[config.mk]
export PLATFORM = sky130hd
export DESIGN_NAME = branch_resolver
export DESIGN_NICKNAME = d
export VERILOG_FILES = /design/src/rtl/br_pkg.sv /design/src/rtl/br_fifo.sv /design/src/rtl/branch_resolver.sv
export SDC_FILE = /design/constraint.sdc
export NUM_CORES = 1
export LEC_CHECK = 0
export BUFFER_PORTS_ARGS = -buffer_cell sky130_fd_sc_hd__buf_2
export CORE_MARGIN = 2
export CORE_UTILIZATION = 54
export CTS_BUF_LIST = sky130_fd_sc_hd__clkbuf_8
export DETAILED_ROUTE_END_ITERATION = 10
export PLACE_DENSITY = 0.87
export SYNTH_ARGS = -nofsm -noshare
export SYNTH_HDL_FRONTEND = slang
export SYNTH_SLANG_ARGS = --single-unit
[constraint.sdc]
create_clock -name clk -period 4.3 [get_ports clk]
set_clock_uncertainty 0.05 [all_clocks]
set_input_delay 0.43 -clock clk [delete_from_list [all_inputs] [get_ports clk]]
set_output_delay 0.43 -clock clk [all_outputs]
set_load 0.1 [all_outputs]
[src/rtl/br_pkg.sv]
// Shared types for the branch resolver: queue entry layout, FSM states and defaults.
package br_pkg;

  localparam int DEPTH_DEF = 4;
  localparam int XLEN_DEF  = 32;
  // Entries are stored at the widest supported PC so the struct can be shared by any XLEN.
  localparam int XLEN_MAX  = 64;

  typedef struct packed {
    logic                pred;
    logic [XLEN_MAX-1:0] target;
    logic [XLEN_MAX-1:0] fallthru;
  } br_entry_t;

  typedef enum logic {
    RUN     = 1'b0,
    RECOVER = 1'b1
  } br_state_e;

  // Wrong direction, or right "taken" guess with the wrong target.
  function automatic logic br_miss(input br_entry_t e, input logic taken,
                                   input logic [XLEN_MAX-1:0] act_target);
    return (e.pred != taken) | (taken & e.pred & (act_target != e.target));
  endfunction

endpackage

[src/rtl/br_fifo.sv]
// In-flight branch queue: strict FIFO with wrap-around pointers and a flash clear.
module br_fifo
  import br_pkg::*;
#(
  parameter int DEPTH = DEPTH_DEF
) (
  input  logic                     clk,
  input  logic                     rst,
  input  logic                     push,
  input  logic                     pop,
  input  logic                     clear,
  input  br_entry_t                wdata,
  output br_entry_t                rdata,
  output logic                     full,
  output logic [$clog2(DEPTH):0]   count
);

  localparam int PW = $clog2(DEPTH);
  localparam int CW = PW + 1;

  br_entry_t         mem [DEPTH];
  logic [PW-1:0]     wptr, rptr;
  logic              do_push, do_pop;

  assign full    = (count == CW'(DEPTH));
  // A pop frees a slot in the same cycle, so push+pop is legal while full.
  assign do_pop  = pop & (count != '0);
  assign do_push = push & (~full | do_pop);
  assign rdata   = mem[rptr];

  always_ff @(posedge clk or posedge rst) begin
    if (rst) begin
      wptr  <= '0;
      rptr  <= '0;
      count <= '0;
    end else if (clear) begin
      wptr  <= '0;
      rptr  <= '0;
      count <= '0;
    end else begin
      if (do_push) wptr <= wptr + 1'b1;
      if (do_pop)  rptr <= rptr + 1'b1;
      case ({do_push, do_pop})
        2'b10:   count <= count + 1'b1;
        2'b01:   count <= count - 1'b1;
        default: count <= count;
      endcase
    end
  end

  always_ff @(posedge clk) begin
    if (do_push && !clear) mem[wptr] <= wdata;
  end

endmodule

[src/rtl/branch_resolver.sv]
// Matches EX branch outcomes against queued predictions; drives predictor update and flush/redirect.
module branch_resolver
  import br_pkg::*;
#(
  parameter int DEPTH = DEPTH_DEF,
  parameter int XLEN  = XLEN_DEF
) (
  input  logic                   clk,
  input  logic                   rst,
  input  logic                   push,
  input  logic                   push_pred,
  input  logic [XLEN-1:0]        push_target,
  input  logic [XLEN-1:0]        push_fallthru,
  input  logic                   stall,
  input  logic                   resolve,
  input  logic                   taken,
  input  logic [XLEN-1:0]        act_target,
  output logic                   update,
  output logic                   outcome,
  output logic                   miss,
  output logic                   flush,
  output logic [XLEN-1:0]        redirect_pc,
  output logic                   full,
  output logic [$clog2(DEPTH):0] count,
  output logic                   error
);

  br_state_e           state;
  br_entry_t           wentry, head;
  logic                acc_push, acc_res, head_miss, clear;
  logic                err_push, err_res;
  logic [XLEN_MAX-1:0] act_ext, rpc_nxt;

  assign act_ext = XLEN_MAX'(act_target);

  always_comb begin
    wentry          = '0;
    wentry.pred     = push_pred;
    wentry.target   = XLEN_MAX'(push_target);
    wentry.fallthru = XLEN_MAX'(push_fallthru);
  end

  assign acc_push  = push & ~stall & (state == RUN);
  assign acc_res   = resolve & ~stall & (count != '0);
  assign head_miss = br_miss(head, taken, act_ext);
  assign clear     = acc_res & head_miss;
  assign rpc_nxt   = taken ? act_ext : head.fallthru;

  // A push racing a mispredict is younger than the branch, so it is squashed, not an error.
  assign err_push  = acc_push & full & ~acc_res;
  assign err_res   = resolve & ~stall & (count == '0);

  br_fifo #(.DEPTH(DEPTH)) u_fifo (
    .clk   (clk),
    .rst   (rst),
    .push  (acc_push & ~clear),
    .pop   (acc_res),
    .clear (clear),
    .wdata (wentry),
    .rdata (head),
    .full  (full),
    .count (count)
  );

  generate
    if (XLEN < XLEN_MAX) begin : g_narrow
      logic unused_hi;
      assign unused_hi = ^rpc_nxt[XLEN_MAX-1:XLEN];
    end
  endgenerate

  always_ff @(posedge clk or posedge rst) begin
    if (rst) begin
      state       <= RUN;
      update      <= 1'b0;
      outcome     <= 1'b0;
      miss        <= 1'b0;
      flush       <= 1'b0;
      redirect_pc <= '0;
      error       <= 1'b0;
    end else begin
      update <= acc_res;
      miss   <= clear;
      flush  <= clear;
      if (acc_res)            outcome     <= taken;
      if (clear)              redirect_pc <= rpc_nxt[XLEN-1:0];
      if (err_push | err_res) error       <= 1'b1;
      // RECOVER lasts exactly one cycle while the front end refetches.
      state <= (state == RUN && clear) ? RECOVER : RUN;
    end
  end

endmodule
== Word-level counts from Yosys, hierarchy flattened ==
Memories as Yosys holds them, arrays and structs flattened.
Cells that the tools add are included.

* Equal/unequal tests: 5
* Reduce and logical (&&, ||, !) cells: 8
* Multiplexer cells: 10
* Bitwise operators: 21
* Add/sub/neg operators: 4

{| class="wikitable"
|+ Operators by type and width
! cell !! count
|-
| 32-bit by 64-bit inequality test with 1-bit output || 1
|-
| 32-bit two-way mux || 1
|-
| 1-bit AND || 13
|-
| 2-bit two-way mux || 4
|-
| 3-bit case mux with 2 select lines || 1
|-
| 3-bit nonzero test || 2
|-
| 1-bit NOT || 5
|-
| 2-bit by 1-bit adder with 2-bit output (second input constant) || 2
|-
| 2-bit nonzero test || 2
|-
| 3-bit by 1-bit adder with 3-bit output (second input constant) || 1
|-
| 3-bit equality test (second input constant) || 1
|-
| 3-bit logical NOT || 1
|-
| 1-bit two-way mux || 3
|-
| 3-bit two-way mux || 1
|-
| 1-bit bitwise OR || 3
|-
| 3-bit by 1-bit subtractor with 3-bit output (second input constant) || 1
|-
| 2-bit by 1-bit equality test with 1-bit output (second input constant) || 1
|-
| 2-bit equality test (second input constant) || 1
|-
| 1-bit logical AND || 2
|-
| 1-bit logical NOT || 1
|-
| 1-bit inequality test || 1
|}

* Logic and storage cells: 58
* Memories: 1
* Bits of input ports: 103
* Bits in registers: 44
* Bits in writable memories: 260
* Output and inout port bits: 41

{| class="wikitable"
|+ Memories
! name !! depth !! bits a word !! read ports !! clocked after memory_dff !! wr ports !! line !! RTL
|-
| u_fifo.mem || 4 || 65 || 1 || 0 || 1 || br_fifo.sv:21 || <nowiki>br_entry_t mem [DEPTH];</nowiki>
|}

== Logic depth before layout (Yosys ltp) ==
Gate-level depths: netlist of run 1.
An unclocked memory read counts as a cell.

* Depth in word-level cells: 11
* Gate-level depth with buffers: 14
* Mapped depth without buffers: 12

== By module ==
A second synthesis of run 1 with hierarchy kept.

* Cell total of the unflattened synthesis: 1071
* Area total of the unflattened synthesis: 22201.3 um^2

{| class="wikitable"
|+ Modules (own cells, without submodules)
! module !! instances !! area each (um^2) !! cells each !! sequential area each (um^2)
|-
| br_fifo || 1 || 19118.3 || 737 || 15670.0
|-
| branch_resolver || 1 || 3083.0 || 334 || 925.9
|}

== Least setup slack after synthesis of run 1 ==
No wires, ideal clock.

* Path type: register to register
* Start: reg u_fifo.rptr[0]
* End: mem u_fifo.mem[0][0] (netlist bit), enable pin
* Buffers on the path: 4
* Data required time: 3.820 ns
* Stages on the path, launching flop included: 9
* Arrival time: 4.086 ns
* Slack: -0.266 ns
* Setup time: 0.430 ns
* Clock period less this slack: 4.566 ns
* Cell sequence: dfrtp_1 buf_2 buf_2 buf_1 mux4_2 ha_1 o21ai_2 buf_2 and3_1

* Word-level cells in the longest chain between the ends: 11
* Elaborated cells on any way between the ends: 14
* Classes of those cells: eq/ne (2); mux (2); bitwise (7); reduce/logical (2); memory (1)

{| class="wikitable"
|+ Ends and longest elaborated chain
! element !! line !! RTL
|-
| start, declared || br_fifo.sv:22 || <nowiki>logic [PW-1:0] wptr, rptr;</nowiki>
|-
| start signal, assigned || br_fifo.sv:42 || <nowiki>if (do_pop) rptr <= rptr + 1'b1;</nowiki>
|-
| memory 4 x 65 bit * || n/a ||
|-
| 32-bit by 64-bit inequality test with 1-bit output or 1-bit AND (tied branches) || br_pkg.sv:23 || <nowiki>return (e.pred != taken) | (taken & e.pred & (act_target != e.target));</nowiki>
|-
| 1-bit AND || br_pkg.sv:23 ||
|-
| 1-bit bitwise OR * || br_pkg.sv:23 ||
|-
| 1-bit AND * || branch_resolver.sv:46 || <nowiki>assign clear = acc_res & head_miss;</nowiki>
|-
| 1-bit NOT || branch_resolver.sv:56 || <nowiki>.push (acc_push & ~clear),</nowiki>
|-
| 1-bit AND || branch_resolver.sv:56 ||
|-
| 1-bit AND || br_fifo.sv:28 || <nowiki>assign do_push = push & (~full | do_pop);</nowiki>
|-
| 1-bit logical AND * || br_fifo.sv:52 || <nowiki>if (do_push && !clear) mem[wptr] <= wdata;</nowiki>
|-
| 1-bit two-way mux * || br_fifo.sv:52 ||
|-
| 1-bit two-way mux (not written as such) * || br_fifo.sv:52 ||
|-
| end, declared || br_fifo.sv:21 ||
|}

Mark *: on every way between the ends. The rest lies on a longest branch, timed or not.

== Worst setup path after layout of run 1 ==
* Start: reg u_fifo.rptr[0]
* End: reg u_fifo.count[2]

* Word-level cells in the longest chain between the ends: 11
* Elaborated cells on any way between the ends: 15
* Classes of those cells: eq/ne (4); mux (2); bitwise (7); reduce/logical (1); memory (1)

{| class="wikitable"
|+ Ends and longest elaborated chain
! element !! line !! RTL
|-
| memory 4 x 65 bit * || n/a ||
|-
| 32-bit by 64-bit inequality test with 1-bit output or 1-bit AND (tied branches) || br_pkg.sv:23 ||
|-
| 1-bit AND || br_pkg.sv:23 ||
|-
| 1-bit bitwise OR * || br_pkg.sv:23 ||
|-
| 1-bit AND * || branch_resolver.sv:46 ||
|-
| 1-bit NOT || branch_resolver.sv:56 ||
|-
| 1-bit AND || branch_resolver.sv:56 ||
|-
| 1-bit AND || br_fifo.sv:28 ||
|-
| 2-bit by 1-bit equality test with 1-bit output or 2-bit equality test (tied branches) || br_fifo.sv:43 || <nowiki>case ({do_push, do_pop})</nowiki>
|-
| 3-bit case mux with 2 select lines || br_fifo.sv:43 ||
|-
| 3-bit two-way mux || br_fifo.sv:36 || <nowiki>end else if (clear) begin</nowiki>
|-
| end signal, assigned || br_fifo.sv:44 || <nowiki>2'b10: count <= count + 1'b1;</nowiki>
|-
| end signal, assigned || br_fifo.sv:45 || <nowiki>2'b01: count <= count - 1'b1;</nowiki>
|-
| end signal, assigned || br_fifo.sv:46 || <nowiki>default: count <= count;</nowiki>
|-
| end, declared || br_fifo.sv:15 || <nowiki>output logic [$clog2(DEPTH):0] count</nowiki>
|}

Marked as above.
A chain may end at the register's enable or synchronous reset.

==> flow_metrics.py, run 1 <==
metrics = {
    "floorplanning": {
        "fp.dieH_um": 153.1,
        "core_area_um2": 21820,
        "floorplan.initialDensity_pct": 54.97,
        "floorplan.die_area_um2": 23420,
        "boundaryPins": 144,
        "dieWidth_um": 153.1,
        "fp-row-count": 54,
    },
    "yosys": {
        "synthCells": 564,
        "synth.cells.most_frequent": "edfxtp_1 (260), mux4_2 (65), dfrtp_1 (44), mux2_2 (36), xnor2_1 (34)",
        "synth_area_per_cell_um2": 21.27,
        "ys_seq_elements": 304,
        "syn-cell-area_um2": 12000,
        "number_of_enable_flip_flop_cells_after_synthesis": 260,
        "ys_dominant_reg_cell": "edfxtp_1",
        "synth_most_common_cell": "edfxtp_1",
        "ys_async_sr_fraction_pct": 14.47,
        "post_synth_num_cell_types": 42,
        "synth_sequential_area_ratio_pct": 74.26,
        "post_synth_main_area_contributors": "edfxtp_1 (65%), mux4_2 (12%), dfrtp_1 (9.2%)",
        "post-synth-top-area-cell": "edfxtp_1",
        "ys.warnings.count": 0,
        "syn_nets": 673,
        "area_share_of_the_leading_cell_type_in_the_synthesized_netlist_pct": 65.08,
    },
    "finish": {
        "multi_input_comb_area_um2": 2957,
        "area_growth_syn_to_layout_pct": 18.86,
        "proportion_of_layout_cells_with_a_drive_suffix_above_1_pct": 43.53,
        "finalInstanceArea_um2": 14260,
        "ff_latch_area_um2": 8916,
        "layout.filler_cells": 1399,
        "nNetsFinal": 860,
    },
    "critical_path": {
        "critical_path_peak_fanout": 22,
        "worst_ep_required_time_ns": 4.72,
        "critical-path-max-stage-delay_ns": 0.67,
        "worstPathArrival_ns": 4.35,
        "timing.critical_path.from_type": "register",
        "timing_worst_setup_path_type": "reg2reg",
        "critical_path.endpoint_type": "register",
        "crit_slowest_cell": "or4b_2",
        "critical_path.cell_chain": "buf_12, mux4_2, xnor2_1, nand4_1, nor4_1, a21boi_1, nor3_1, nor2_1, fa_1, or4b_2, a21oi_1, or2_2",
    },
    "place": {
        "port-buffer-count": 143,
        "dp.final_hpwl_um": 16490,
        "placed_cell_area_um2": 13180,
        "pre_cts_slack_ns": 0.2989,
        "place.gp.congestion": 0.7921,
    },
    "cts": {
        "path_clk_slew_ns": 0.06,
        "clock_path_buffers": 3,
        "clock_insertion_delay_worst_skew_ns": 0.57,
        "numCtsBuffers": 47,
        "cts_tree": "built",
        "cts_root_buffer": "clkbuf_8",
        "clkSinkCount": 304,
        "number_of_h_tree_levels": 2,
    },
    "drt": {
        "post-route-drc-count": 0,
        "detailedRoute.firstIterationViolations": 568,
        "detailedRoute.firstPassIterationCount": 4,
        "route.vias.total": 6224,
        "antenna_violating_nets_left": 0,
        "vias_per_cell": 5.811,
        "routed_wire_length_per_instance_um": 23.90,
        "postRouteWirelength_um": 25590,
    },
    "worst_hold_path": {
        "min_path_type": "in2reg",
    },
    "grt": {
        "pin_count_of_the_biggest_net_entering_global_routing": 58,
        "total_global_route_track_usage_pct": 21.98,
        "via_count_of_the_first_global_routing_pass": 6628,
        "antenna_violations_before_repair": 7,
        "grt-ovfl-total": 0,
        "grt_pass1_wl_um": 38970,
    },
    "sta": {
        "rsz0062_at_grt": "false",
        "setup_violations": 0,
        "setup_total_negative_slack_ns": 0,
        "layout_min_cycle_time_ns": 3.924,
        "slew-limit-headroom_pct": 52.51,
        "timing.fmax_ghz": 0.2548,
        "report.final.hold_viol_count": 0,
        "worst_hold_margin_ns": 0.02738,
        "report.final.slew_viol_count": 0,
        "final_min_period_over_clock_period_pct": 91.26,
        "finalWorstSetupSlack_ns": 0.3758,
        "worst_pin_slew_ns": 0.7112,
    },
    "power_and_ir_drop": {
        "swShare_pct": 36.87,
        "seqPwrFrac_pct": 38.9,
        "clockPowerShare_pct": 25.8,
        "power_report.internal_total_mw": 6.215,
        "leakage_nw": 5.043,
        "comb_power_share_pct": 35.3,
        "total_power_mw": 9.845,
        "worst_ir_drop_on_vdd_v": 0.0005755,
        "p_sw_mw": 3.630,
        "pwr_dens_nw_per_um2": 690.4,
    },
    "run": {
        "cap_viol_max_count": 0,
    },
    "status": {
        "status": "finished, final reports clean",
    },
}
worst max-delay path: cells and delay by family, from the launching register on:
family	cells	cell delay [ns]
adders and majority gates	1	0.47
xor gates and xnor gates	1	0.23
and+or+nand+nor	6	1.52
AOI/OAI and AO/OA	2	0.30
buffers and inverters	1	0.23
DFF	1	0.48
muxes	1	0.56
metal layers:
layer	share of wire, %	GRT usage (%)	vias to the layer above	routed length (um)
li1	-	-	2674	-
met3	8.1	6.521	56	2078
met1	39	28.67	3185	10010
met5	0.16	0	-	42
met2	50	36.12	301	12820
met4	2.5	6.878	8	646
through the flow:
| step | instances | util (%) |
|---|---|---|
| 2_1_floorplan | 564 | - |
| 3_3_place_gp | 978 | 60.39 |
| 3_5_place_dp | 978 | 60.39 |
| 4_1_cts | 1065 | 65.14 |
| 5_1_grt | 1069 | 65.31 |
| 6_report | 1071 | 65.34 |
final timing paths:
check	from	endpoint	slack [ns]	depth (start not counted)
max	u_fifo.rptr[0]	u_fifo.count[2]	0.38	12
max reg2reg	u_fifo.rptr[0]	u_fifo.count[2]	0.38	12
max in group asynchronous	rst	u_fifo.rptr[0]	2.90	4
min reg2reg	state	state	0.38	1
min in group asynchronous	rst	redirect_pc[8]	0.47	3
min	push_fallthru[10]	u_fifo.mem[1][10]	0.03	1
cells by family (layout without fill, tap and decap cells):
group | count (synthesis) | in the layout | share of synthesized area (%)
other | 0 | 3 | 0
AOI/OAI and AO/OA | 14 | 14 | 0.9179
DFF | 304 | 304 | 74.26
buffers and inverters | 34 | 258 | 1.325
and+or+nand+nor | 41 | 41 | 1.930
xor gates and xnor gates | 34 | 34 | 2.482
muxes | 131 | 131 | 18.40
adders and majority gates | 6 | 6 | 0.6884
registers in the layout (all words and copies together), names as in the netlist:
| register | count |
|---|---|
| error | 1 |
| flush | 1 |
| outcome | 1 |
| redirect_pc | 32 |
| state | 1 |
| u_fifo.count | 3 |
| u_fifo.mem | 260 |
| u_fifo.rptr | 2 |
| u_fifo.wptr | 2 |
| update | 1 |
layout by cell type (no fill, tap or decap), types with 4 or more instances in the layout:
cell type / Yosys / final
nand2_1: 8 / 8
xnor2_1: 34 / 34
mux2_1: 30 / 30
dfrtp_1: 44 / 42
nand4_1: 8 / 8
buf_4: 5 / 11
edfxtp_1: 260 / 260
buf_12: 0 / 8
and3_4: 0 / 4
inv_1: 8 / 20
clkinv_1: 1 / 5
mux4_2: 65 / 65
buf_2: 4 / 143
mux2_2: 36 / 36
clkbuf_8: 0 / 60
ha_1: 5 / 5
power by group through the flow:
| stage | combinational, mW | sequential, mW | clock, mW |
|---|---|---|---|
| after CTS | 3.45 | 3.86 | 2.57 |
| after floorplan | 1.52 | 5.06 | 0 |
| final | 3.48 | 3.83 | 2.54 |
| after global placement | 3.36 | 3.88 | 0 |
| after global routing | 3.65 | 3.87 | 2.71 |
| after detailed placement | 3.43 | 3.92 | 0 |
cell type report:
type | count | share of cell area [%]
antenna | 3 | 0.05265
clock buffer | 60 | 5.791
clock inverter | 26 | 1.404
inverter | 9 | 0.2369
multi-input combinational | 226 | 20.74
sequential | 304 | 62.53
tap | 280 | 2.457
timing repair buffer | 163 | 6.792
what timing repair did:
item                                   CTS  global route
gates resized for setup                  0             0
hold buffers                             1             0
setup endpoints to repair                0             1
endpoints found under the hold margin   24             0
setup buffers                            0             3
Power figures use the tool's default switching activity.
==> run 2: changes to the inputs <==
--- a/config.mk
+++ b/config.mk
@@ -10,7 +10,7 @@
 export CORE_UTILIZATION = 54
 export CTS_BUF_LIST = sky130_fd_sc_hd__clkbuf_8
 export DETAILED_ROUTE_END_ITERATION = 10
-export PLACE_DENSITY = 0.87
+export PLACE_DENSITY = 0.78
 export SYNTH_ARGS = -nofsm -noshare
 export SYNTH_HDL_FRONTEND = slang
 export SYNTH_SLANG_ARGS = --single-unit
==> run 2 against run 1 <==
Against the previous run:
- global-route usage increased by 0.13 points
- largest power group unchanged
- critical path type unchanged
- via count increased by 0.64%
- critical path depth unchanged
- highest routed layer unchanged
- utilization about the same
- design area about the same
- largest cell class unchanged
- sequential share of layout area about the same
==> flow_metrics.py, run 2 (same netlist as run 1, synthesis figures left out) <==
metrics = {
    "status": {
        "status": "finished, final reports clean",
    },
    "drt": {
        "route.vias.total": 6264,
        "post-route-drc-count": 0,
        "vias_per_cell": 5.827,
        "detailedRoute.firstPassIterationCount": 4,
        "routed_wire_length_per_instance_um": 23.51,
        "postRouteWirelength_um": 25270,
        "antenna_violating_nets_left": 0,
        "detailedRoute.firstIterationViolations": 551,
    },
    "critical_path": {
        "reg2regPathDepth": 12,
        "critical_path.endpoint_type": "register",
        "timing.rr.start": "u_fifo.rptr[0]",
        "critPathBufInv": 1,
        "cell_class_contributing_the_biggest_share_of_worst_path_delay": "simple AND/OR/NAND/NOR gates",
        "worstPathArrival_ns": 4.40,
        "worst_ep_required_time_ns": 4.74,
        "critical-path-max-stage-delay_ns": 0.66,
        "timing_worst_setup_path_type": "reg2reg",
        "critPathCapture": "u_fifo.count[2]",
        "crit_slowest_cell": "or4b_2",
        "timing.critical_path.depth": 12,
        "critical_path.cell_chain": "buf_6, mux4_2, xnor2_1, nand4_1, nor4_2, a21boi_1, nor3_1, nor2_1, fa_1, or4b_2, a21oi_1, or2_2",
        "setup.reg_to_reg.worst_slack_ns": 0.35,
        "regToRegEndpoint": "u_fifo.count[2]",
        "timing.critical_path.from_type": "register",
        "startpoint": "u_fifo.rptr[0]",
        "critical_path_peak_fanout": 10,
    },
    "cts": {
        "path_clk_slew_ns": 0.07,
        "number_of_h_tree_levels": 2,
        "clock_path_buffers": 3,
        "cts_tree": "built",
        "postCtsHoldBufs": 0,
        "clock_insertion_delay_worst_skew_ns": 0.55,
        "numCtsBuffers": 47,
        "cts_root_buffer": "clkbuf_8",
        "clkSinkCount": 304,
    },
    "finish": {
        "final-instance-count-excl-fill": 1075,
        "top_regs": "u_fifo.mem (260), redirect_pc (32), u_fifo.count (3)",
        "nNetsFinal": 866,
        "area_growth_syn_to_layout_pct": 18.87,
        "final_common_cell": "edfxtp_1",
        "final_cell_mix": "edfxtp_1 (260), buf_2 (143), mux4_2 (65), clkbuf_8 (54), dfrtp_1 (42)",
        "proportion_of_layout_cells_with_a_drive_suffix_above_1_pct": 44.33,
        "max_flop_register": "u_fifo.mem",
        "largest_reg_flops": 260,
    },
    "grt": {
        "antenna_violations_before_repair": 4,
        "total_global_route_track_usage_pct": 22.11,
        "grt_pass1_wl_um": 39340,
        "pin_count_of_the_biggest_net_entering_global_routing": 51,
        "grt-ovfl-total": 0,
        "via_count_of_the_first_global_routing_pass": 6763,
    },
    "power_and_ir_drop": {
        "worst_ir_drop_on_vdd_v": 0.0006289,
        "pwr_dens_nw_per_um2": 685.3,
        "leakage_nw": 5.064,
    },
    "place": {
        "port-buffer-count": 143,
        "post-place-cells": 985,
        "dp.final_hpwl_um": 16550,
        "place.gp.congestion": 0.7437,
    },
    "sta": {
        "worst_pin_slew_ns": 0.7146,
        "slew-limit-headroom_pct": 52.28,
        "report.final.hold_viol_count": 0,
        "report.final.slew_viol_count": 0,
        "setup_total_negative_slack_ns": 0,
        "layout_min_cycle_time_ns": 3.954,
        "final_min_period_over_clock_period_pct": 91.95,
        "rsz0062_at_grt": "false",
        "setup_violations": 0,
        "timing.fmax_ghz": 0.2529,
    },
    "floorplanning": {
        "core_area_um2": 21820,
        "boundaryPins": 144,
        "floorplan.initialDensity_pct": 54.97,
        "fp-row-count": 54,
        "fp.dieH_um": 153.1,
        "dieWidth_um": 153.1,
        "floorplan.die_area_um2": 23420,
    },
    "worst_hold_path": {
        "min_path_type": "in2async",
    },
    "run": {
        "cap_viol_max_count": 0,
    },
}
run 2: final cells by class:
cell class,count,area [um2]
Sequential cell,304,8914
Fill cell,1409,7564
Multi-Input combinational cell,226,2963
Timing Repair Buffer,169,1002
Clock buffer,54,743.2
Tap cell,280,350.3
Clock inverter,32,251.5
Inverter,9,33.78
Antenna cell,1,2.502
run 2: repair_timing:
action | 4_1_cts | 5_1_grt
endpoints found under the setup margin | 0 | 1
setup buffers | 0 | 3
resized for setup | 0 | 2
run 2: worst min-delay path: cells and delay by family:
kind     cells  cell delay, ns
buf+inv      3            0.65
run 2: stage by stage:
stage | setup slack [ns] | power [mW] | instance area (um2) | utilization (%) | hold slack (ns)
5_1_grt | 0.08529 | 10.18 | 14260 | 65.33 | 0.02185
3_3_place_gp | 0.3131 | 7.258 | 13230 | 60.62 | 0.3659
4_1_cts | 0.07974 | 9.831 | 14220 | 65.18 | 0.01635
6_report | 0.3459 | 9.773 | 14260 | 65.34 | 0.003240
2_1_floorplan | 0.4470 | 6.583 | 12000 | - | 0.3532
3_5_place_dp | 0.1588 | 7.345 | 13230 | 60.62 | 0.3654
run 2: report_power, final:
part / internal (mW) / switching (mW)
Combinational: 1.17 / 2.33
Clock: 1.40 / 1.09
Sequential: 3.61 / 0.179
run 2: worst min-delay path by stage:
stage | start | end | slack, ns | cells past startpoint
4_1_cts | rst | redirect_pc[9] | 0.02 | 3
5_1_grt | push_target[2] | u_fifo.mem[1][34] | 0.02 | 1
6_report | rst | redirect_pc[9] | 0.003 | 3
2_1_floorplan | state | state | 0.35 | 1
3_3_place_gp | state | state | 0.37 | 1
3_5_place_dp | state | state | 0.37 | 1
run 2: per-layer routing:
metal | vias up | track usage (%) | part of all wire, %
li1 | 2686 | - | -
met1 | 3250 | 30.30 | 42
met2 | 265 | 36.54 | 49
met3 | 57 | 4.962 | 6.7
met4 | 6 | 5.864 | 2.1
met5 | - | 0 | 0.15
==> run 3: changes to the inputs <==
--- a/config.mk
+++ b/config.mk
@@ -6,11 +6,13 @@
 export NUM_CORES = 1
 export LEC_CHECK = 0
 export BUFFER_PORTS_ARGS = -buffer_cell sky130_fd_sc_hd__buf_2
+export CAP_MARGIN = 0
 export CORE_MARGIN = 2
-export CORE_UTILIZATION = 54
+export CORE_UTILIZATION = 55
 export CTS_BUF_LIST = sky130_fd_sc_hd__clkbuf_8
 export DETAILED_ROUTE_END_ITERATION = 10
-export PLACE_DENSITY = 0.78
+export PLACE_DENSITY = 0.76
+export RECOVER_POWER = 50
 export SYNTH_ARGS = -nofsm -noshare
 export SYNTH_HDL_FRONTEND = slang
 export SYNTH_SLANG_ARGS = --single-unit
==> constraint.sdc (replaced) <==
create_clock -name clk -period 3.65 [get_ports clk]
set_clock_uncertainty 0.05 [all_clocks]
set_input_delay 0.365 -clock clk [delete_from_list [all_inputs] [get_ports clk]]
set_output_delay 0.365 -clock clk [all_outputs]
set_load 0.1 [all_outputs]
==> run 3 against run 2 <==
Against the previous run:
- the run now ends with capacitance limit, slew limit left
- sequential cell count stayed put
- global-route usage grew 0.90 points
- clock-buffer cell count up 5
- critical path type unchanged
- power is 19% higher
- highest routed layer is now met4
- sequential share of layout area shrank 3.0 points
- routed wire length grew 0.98%
- final cell count grew 7.2%
- non-clock buffer count is 76 higher
==> flow_metrics.py, run 3 (same netlist as run 1, synthesis figures left out) <==
metrics = {
    "critical_path": {
        "worstPathArrival_ns": 4.03,
        "cell_class_contributing_the_biggest_share_of_worst_path_delay": "simple AND/OR/NAND/NOR gates",
        "timing.critical_path.from_type": "register",
        "timing_worst_setup_path_type": "reg2reg",
        "critical_path.cell_chain": "buf_12, mux4_2, xnor2_2, nand4_1, nor4_2, a21boi_1, nor3_1, nor2_1, fa_2, nor4b_1, a311oi_1, o21ai_1, or2_2",
        "critical_path_peak_fanout": 9,
        "worst_ep_required_time_ns": 4.04,
        "critical_path.endpoint_type": "register",
        "critPathBufInv": 1,
        "crit_slowest_cell": "mux4_2",
        "critical-path-max-stage-delay_ns": 0.55,
    },
    "power_and_ir_drop": {
        "worst_ir_drop_on_vdd_v": 0.0009352,
        "pwr_dens_nw_per_um2": 773.1,
        "leakage_nw": 5.195,
    },
    "sta": {
        "worst_pin_slew_ns": 1.724,
        "rsz0062_at_grt": "true",
        "slew-limit-headroom_pct": -15.05,
        "report.final.hold_viol_count": 0,
        "report.final.slew_viol_count": 37,
        "timing.fmax_ghz": 0.2751,
        "setup_violations": 0,
        "final_min_period_over_clock_period_pct": 99.58,
        "layout_min_cycle_time_ns": 3.635,
    },
    "grt": {
        "total_global_route_track_usage_pct": 23.02,
        "grt-ovfl-total": 0,
        "grtUsageMet2_pct": 37.75,
        "top_usage_layer": "met2",
        "grt_pass1_wl_um": 38920,
        "globalRouteMet1Util_pct": 31.73,
        "via_count_of_the_first_global_routing_pass": 6896,
        "pin_count_of_the_biggest_net_entering_global_routing": 37,
        "grtUsageMet3_pct": 5.329,
        "antenna_violations_before_repair": 0,
    },
    "cts": {
        "numCtsBuffers": 47,
        "cts_root_buffer": "clkbuf_8",
        "clock_path_buffers": 3,
        "path_clk_slew_ns": 0.06,
        "clock_insertion_delay_worst_skew_ns": 0.57,
        "number_of_h_tree_levels": 2,
        "clkSinkCount": 304,
        "cts_tree": "built",
    },
    "place": {
        "dp.final_hpwl_um": 16430,
        "post-place-cells": 994,
        "place.gp.congestion": 0.7869,
        "port-buffer-count": 143,
        "placed_cell_area_um2": 13360,
    },
    "finish": {
        "area_growth_syn_to_layout_pct": 24.96,
        "layout.filler_cells": 1404,
        "final_cell_mix": "edfxtp_1 (260), clkbuf_1 (86), dlygate4sd3_1 (67), mux4_2 (65), clkbuf_8 (59)",
        "finalInstanceArea_um2": 14990,
        "final_common_cell": "edfxtp_1",
        "final-instance-count-excl-fill": 1152,
        "proportion_of_layout_cells_with_a_drive_suffix_above_1_pct": 31.88,
        "n_antenna_cell": 0,
        "nNetsFinal": 942,
        "largest_reg_flops": 260,
        "top_regs": "u_fifo.mem (260), redirect_pc (32), u_fifo.count (3)",
        "max_flop_register": "u_fifo.mem",
    },
    "drt": {
        "postRouteWirelength_um": 25520,
        "vias_per_cell": 5.633,
        "post-route-drc-count": 0,
        "detailedRoute.firstIterationViolations": 406,
        "detailedRoute.firstPassIterationCount": 5,
        "route.vias.total": 6489,
        "antenna_violating_nets_left": 0,
        "routed_wire_length_per_instance_um": 22.15,
    },
    "status": {
        "status": "complete, but fails checks",
        "failed_checks": "capacitance limit, slew limit",
    },
    "floorplanning": {
        "floorplan.initialDensity_pct": 55.49,
        "fp-row-count": 54,
        "floorplan.die_area_um2": 23010,
        "core_area_um2": 21620,
        "dieWidth_um": 151.7,
        "fp.dieH_um": 151.7,
        "boundaryPins": 144,
    },
    "run": {
        "cap_viol_max_count": 1,
    },
    "worst_hold_path": {
        "min_path_type": "in2reg",
    },
}
-- run 3: worst paths after layout --
check / startpoint / endpoint / slack [ns] / cells past startpoint
min: push / error / 0.10 / 3
min reg2reg: state / state / 0.37 / 1
max reg2reg: u_fifo.rptr[0] / u_fifo.count[2] / 0.02 / 13
min in group asynchronous: rst / redirect_pc[6] / 0.84 / 3
max in group asynchronous: rst / redirect_pc[17] / 1.36 / 4
max: u_fifo.rptr[0] / u_fifo.count[2] / 0.02 / 13
-- run 3: power breakdown --
group	total, mW	switching (mW)	internal, mW	leakage (nW)
logic	4.28	2.79	1.49	1.76
registers	4.48	0.225	4.26	2.87
clock network	2.83	1.29	1.54	0.560
total	11.6	4.31	7.28	5.20
-- run 3: cell type report --
| class | count | area (um2) | share of cell area, % |
|---|---|---|---|
| clock inverters | 29 | 163.9 | 1.093 |
| clock buffers | 59 | 812.0 | 5.417 |
| well taps | 280 | 350.3 | 2.337 |
| flip-flops and latches | 304 | 8916 | 59.48 |
| multi-input cells | 226 | 3013 | 20.10 |
| repair buffers | 245 | 1702 | 11.35 |
| inverters | 9 | 33.78 | 0.2254 |
-- run 3: through the flow --
stage          hold slack, ns  util (%)  TNS (ns)  power (mW)  setup slack (ns)
6_report               0.1030     69.33         0       11.59           0.01520
5_1_grt               0.09857     69.33   -0.1602       12.08           -0.1602
4_1_cts               0.07706     69.70         0       11.70          0.001012
3_5_place_dp           0.3634     61.81   -0.2073       8.747           -0.2073
3_3_place_gp           0.3700     61.81   -0.1957       8.664           -0.1957
2_1_floorplan          0.3532         -         0       7.756           0.01073
-- run 3: what timing repair did --
item                       in CTS  in global routing
pin swaps                       3                  8
hold endpoints to repair      293                  0
setup endpoints to repair       1                  1
gates resized for setup         7                  3
gates cloned                    0                  0
setup buffers                   2                  1
hold buffers                   67                  0
-- run 3: tightest hold or removal path, cell delays in order --
cell and delay, ns:
buf_2 0.10, a31oi_1 0.12, o31ai_1 0.08
-- run 3: metal layers --
layer  up-vias  wire length [um]
li1       2833                 -
met1      3319             10630
met2       294             12410
met3        43              2022
met4         0               458
met5         -                 0
